===== src/rtl/trace_pkg.sv =====
// trace_pkg: shared state encodings, flag indices and entry layout for the execution trace buffer
package trace_pkg;
    typedef enum logic [1:0] {
        TR_IDLE  = 2'd0,
        TR_ARMED = 2'd1,
        TR_POST  = 2'd2,
        TR_DONE  = 2'd3
    } tr_state_e;
    localparam int TR_F_REGW = 0;
    localparam int TR_F_MEMW = 1;
    localparam int TR_F_MEMR = 2;
    localparam int TR_F_BR   = 3;
    // entry layout, LSB first: pc[31:0], instr[63:32], result[95:64], flags[99:96], trig[100]
    localparam int TR_ENTRY_W = 101;
endpackage


===== src/rtl/trace_ram.sv =====
// trace_ram: DEPTH x W register array, one synchronous write port, one asynchronous read port
//   clk; we/waddr/wdata write on the rising edge; raddr -> rdata combinational
module trace_ram #(
    parameter int DEPTH = 16,
    parameter int W = 101
) (
    input  logic                     clk,
    input  logic                     we,
    input  logic [$clog2(DEPTH)-1:0] waddr,
    input  logic [W-1:0]             wdata,
    input  logic [$clog2(DEPTH)-1:0] raddr,
    output logic [W-1:0]             rdata
);
    logic [W-1:0] mem [DEPTH];
    always_ff @(posedge clk)
        if (we) mem[waddr] <= wdata;
    assign rdata = mem[raddr];
endmodule


===== src/rtl/exec_trace_buffer.sv =====
// exec_trace_buffer: post-commit trace ring with PC-match trigger, post-trigger capture and valid/ready drain
//   clk, rst (sync, active-high); commit_valid/pc/instruction_bit/alu_result_bit/strobes: commit sample
//   arm, trig_en, trig_pc: capture control; rd_*: oldest-first read port; state, count, ovf_count: status
module exec_trace_buffer
    import trace_pkg::*;
#(
    parameter int DEPTH = 16,
    parameter int POST_DEPTH = 4
) (
    input  logic                     clk,
    input  logic                     rst,
    input  logic                     commit_valid,
    input  logic [31:0]              pc,
    input  logic [31:0]              instruction_bit,
    input  logic [31:0]              alu_result_bit,
    input  logic                     regWrite1,
    input  logic                     MemWrite1,
    input  logic                     MemRead1,
    input  logic                     Branch1,
    input  logic                     arm,
    input  logic                     trig_en,
    input  logic [31:0]              trig_pc,
    output logic                     rd_valid,
    input  logic                     rd_ready,
    output logic [31:0]              rd_pc,
    output logic [31:0]              rd_instr,
    output logic [31:0]              rd_result,
    output logic [3:0]               rd_flags,
    output logic                     rd_trig,
    output logic [1:0]               state,
    output logic [$clog2(DEPTH):0]   count,
    output logic [15:0]              ovf_count
);
    localparam int AW = $clog2(DEPTH);
    tr_state_e st;
    logic [AW-1:0] wr_ptr, rd_ptr, post_left;
    logic [TR_ENTRY_W-1:0] wdata, rdata;
    logic [3:0] flags;
    logic cap, hit, full, pop;
    // a commit coinciding with arm is dropped: arm wins and clears the ring
    assign cap = (st == TR_ARMED || st == TR_POST) && commit_valid && !arm;
    assign hit = st == TR_ARMED && commit_valid && trig_en && pc == trig_pc;
    assign full = count == (AW+1)'(DEPTH);
    assign rd_valid = st == TR_DONE && count != '0;
    assign pop = rd_valid && rd_ready;
    assign state = st;
    assign flags[TR_F_REGW] = regWrite1;
    assign flags[TR_F_MEMW] = MemWrite1;
    assign flags[TR_F_MEMR] = MemRead1;
    assign flags[TR_F_BR]   = Branch1;
    assign wdata = {hit, flags, alu_result_bit, instruction_bit, pc};
    trace_ram #(.DEPTH(DEPTH), .W(TR_ENTRY_W)) u_ram (
        .clk   (clk),
        .we    (cap && !rst),
        .waddr (wr_ptr),
        .wdata (wdata),
        .raddr (rd_ptr),
        .rdata (rdata)
    );
    assign rd_pc     = rdata[31:0];
    assign rd_instr  = rdata[63:32];
    assign rd_result = rdata[95:64];
    assign rd_flags  = rdata[99:96];
    assign rd_trig   = rdata[100];
    // capture only happens in ARMED/POST and pops only in DONE, so their pointer updates never collide
    always_ff @(posedge clk) begin
        if (rst) begin
            st <= TR_IDLE;
            wr_ptr <= '0;
            rd_ptr <= '0;
            count <= '0;
            ovf_count <= '0;
            post_left <= '0;
        end else if (arm) begin
            st <= TR_ARMED;
            wr_ptr <= '0;
            rd_ptr <= '0;
            count <= '0;
            ovf_count <= '0;
            post_left <= '0;
        end else begin
            if (cap) begin
                wr_ptr <= wr_ptr + AW'(1);
                if (full) begin
                    rd_ptr <= rd_ptr + AW'(1);
                    ovf_count <= ovf_count + 16'(ovf_count != 16'hFFFF);
                end else begin
                    count <= count + (AW+1)'(1);
                end
                if (hit) begin
                    post_left <= AW'(POST_DEPTH);
                    st <= POST_DEPTH == 0 ? TR_DONE : TR_POST;
                end else if (st == TR_POST) begin
                    post_left <= post_left - AW'(1);
                    if (post_left == AW'(1)) st <= TR_DONE;
                end
            end
            if (pop) begin
                rd_ptr <= rd_ptr + AW'(1);
                count <= count - (AW+1)'(1);
            end
        end
    end
endmodule


===== config.mk =====
export PLATFORM = sky130hd
export DESIGN_NAME = exec_trace_buffer
export DESIGN_NICKNAME = d
export VERILOG_FILES = /design/src/rtl/trace_pkg.sv /design/src/rtl/trace_ram.sv /design/src/rtl/exec_trace_buffer.sv
export SDC_FILE = /design/constraint.sdc
export NUM_CORES = 1
export LEC_CHECK = 0
export CAP_MARGIN = 20
export CORE_MARGIN = 5
export CORE_UTILIZATION = 36
export CTS_BUF_LIST = sky130_fd_sc_hd__clkbuf_8 sky130_fd_sc_hd__clkbuf_16
export CTS_CLUSTER_SIZE = 25
export DETAILED_ROUTE_END_ITERATION = 8
export GPL_ROUTABILITY_DRIVEN = 1
export SLEW_MARGIN = 20
export SYNTH_ARGS = -nofsm -noshare
export SYNTH_HDL_FRONTEND = slang
export SYNTH_SLANG_ARGS = --single-unit
export TNS_END_PERCENT = 100

===== constraint.sdc =====
create_clock -name clk -period 13.6 [get_ports clk]
set_input_delay 1.36 -clock clk [delete_from_list [all_inputs] [get_ports clk]]
set_output_delay 1.36 -clock clk [all_outputs]
set_load 0.005 [all_outputs]

==> qor.yml <==
run_status:
  status: "completed"
logic_synthesis:
  async_flop_share_pct: 0
  seq_area_frac_synth_pct: 78.49
  synth_commonest_cells: "edfxtp_1 (1616), mux4_2 (505), clkbuf_1 (67), nor2_1 (51), dfxtp_1 (39)"
  yosysTopAreaCell: "edfxtp_1"
  ys_types: 44
  syn-num-nets: 2680
  synth_top_area_share_pct: 77.24
  yosysMostFrequentCell: "edfxtp_1"
  syn_inst: 2526
  synth-edff-count: 1616
  synth.avg_cell_area_sq_um: 24.87
  synth_area_sq_mm: 0.06282
  synth_flop_cell: "edfxtp_1"
  synth_seq_cells: 1655
  yosys_warnings: 0
  synth_area_leaders: "edfxtp_1 (77%), mux4_2 (18%), dfxtp_1 (1.2%), xor2_1 (0.47%), clkbuf_1 (0.40%)"
placement:
  place_area_sq_mm: 0.06851
  post-dp-hpwl_mm: 71.56
  gp_congestion: 0.7221
  io_buffers: 262
setup_path:
  crit_required_ps: 12240
  worst_setup_path_start_kind: "flip-flop"
  r2r_slack_ps: 9620
  cp_max_fo: 147
  critPathArrivalTime_ps: 5540
  path_class: "reg2out"
  cp-end-kind: "output port"
routing:
  drt_iter0_markers: 2693
  vias: 28071
  drt_first_pass_iters: 5
  drc: 0
  ant_nets: 0
  vias_per_cell: 5.228
  wl_mm: 148.9
  wire_per_inst_microns: 27.72
finish:
  multi_input_comb_area_sq_mm: 0.01308
  design_area_sq_mm: 0.07426
  ff_latch_area_sq_mm: 0.04932
  syn_to_final_growth_pct: 18.20
  layout.nets: 3041
  nFillCells: 14820
  layout-drive-gt1-share_pct: 27.36
clock_network:
  cts_tree: "done"
  clock_sinks: 1655
  post_cts_buffers: 0
  numCtsBuffers: 174
  clkTransAtPathRegs_ps: 60
  cts_resized: 0
  cts_max_path_buffers: 3
  clk_latency_ps: 830
  hold_buffers: 0
  cts_root_buf: "clkbuf_16"
  htreeDepth: 4
die:
  core.rowCount: 153
  die_w_microns: 427.7
  core_sq_mm: 0.1738
  io_pins: 263
  initial_core_util_pct: 36.14
  die_area_sq_mm: 0.1830
  die_h_microns: 427.7
sta:
  rsz0062_at_grt: "no"
  fin_tns_setup_ps: 0
  hold_ws_ps: 525.5
  slew_violations: 0
  maxSlewHeadroom_pct: 21.42
  min_period_ps: 6899
  setup_viol: 0
  worst_pin_slew_ps: 1179
  fmax_ghz: 0.1450
  finalCritPeriodShare_pct: 50.73
  finalHoldViolCount: 0
  fin_skew_ps: 51.32
grt:
  grt_overflow: 0
  grt_first_pass_wirelength_mm: 213.6
  grt_max_degree: 148
  antenna_found_initial: 14
  first_global_vias: 29532
  grt_use_total_pct: 16.27
pwr:
  p_leak_uw: 0.02212
  p_per_area_mw_per_mm2: 140.4
  total_power_uw: 10420
  peakVddDrop_mv: 0.1009
hold_path:
  hold_class: "reg2reg"
job:
  drv_cap: 0
-- critical path, cell delays in order (launching register included) --
cell and delay [ps]:
dfxtp_4 830, buf_4 650, buf_4 710, buf_12 550, mux4_2 420, mux4_2 510
clkdlybuf4s50_1 470
-- final cells by class --
class | instances | area share (%)
timing repair buffer | 309 | 4.270
inverter | 10 | 0.05055
antenna | 7 | 0.02359
sequential | 1655 | 66.42
tap | 2325 | 3.918
clock inverter | 152 | 1.843
multi-input combinational | 737 | 17.61
clock buffer | 174 | 5.864
-- where the power goes --
group          switching (uW)  internal, uW
Combinational             102          57.6
Sequential               1.57          5600
Clock                    2000          2660
Total                    2110          8320
-- state kept, by name (all words and copies together) (netlist names), named ones only --
signal	cells
state	2
rd_ptr	4
wr_ptr	4
u_ram.mem	1616
count	5
ovf_count	16
post_left	4
-- final timing paths --
path,start,end,cells past startpoint
max,flip-flop,rd_result[28],6
min,post_left[3],post_left[3],2
max reg2reg,state[0],u_ram.mem[0][95],8
min reg2reg,post_left[3],post_left[3],2
-- logic make-up (layout without fill, tap and decap cells) --
| kind of cell | count (synthesis) | count (layout) | share of synthesized area [%] |
|---|---|---|---|
| fa+ha+maj | 16 | 16 | 0.3306 |
| xor+xnor | 55 | 55 | 0.7668 |
| other cells | 0 | 7 | 0 |
| simple gates | 137 | 137 | 1.169 |
| mux | 508 | 508 | 18.15 |
| compound gates | 21 | 21 | 0.2191 |
| flops | 1655 | 1655 | 78.49 |
| buf+inv | 134 | 645 | 0.8763 |
-- through the flow --
stage,cells,utilization (%),setup slack [ps]
CTS,5362,42.71,6648
finish,5369,42.72,6701
global route,5362,42.71,6512
detailed placement,5036,39.42,7592
floorplan,2526,-,3901
global placement,5035,39.40,7621
-- cells in the final DEF, fill, tap and decap left out, types with 8 or more instances in the layout --
cell             count
nand3_1             10
inv_1               49
xnor2_1             21
nand2_1             14
bufinv_16           16
buf_4               32
nor2_4              12
buf_12              14
edfxtp_1          1616
nor2_1              39
mux4_2             505
clkinv_1            39
xor2_1              34
dfxtp_1             35
nand4_1             14
a21oi_1              8
clkinv_2            31
clkdlybuf4s50_1    262
clkbuf_16          174
ha_1                15
-- metal layers --
layer  wire (microns)  up-vias  track usage [%]
met5               67        -                0
met2            73510      812            26.71
li1                 -    11678                -
met4             2932       10            4.063
met1            64000    15360            22.33
met3             8343      211            3.516
Power figures use the tool's default switching activity.
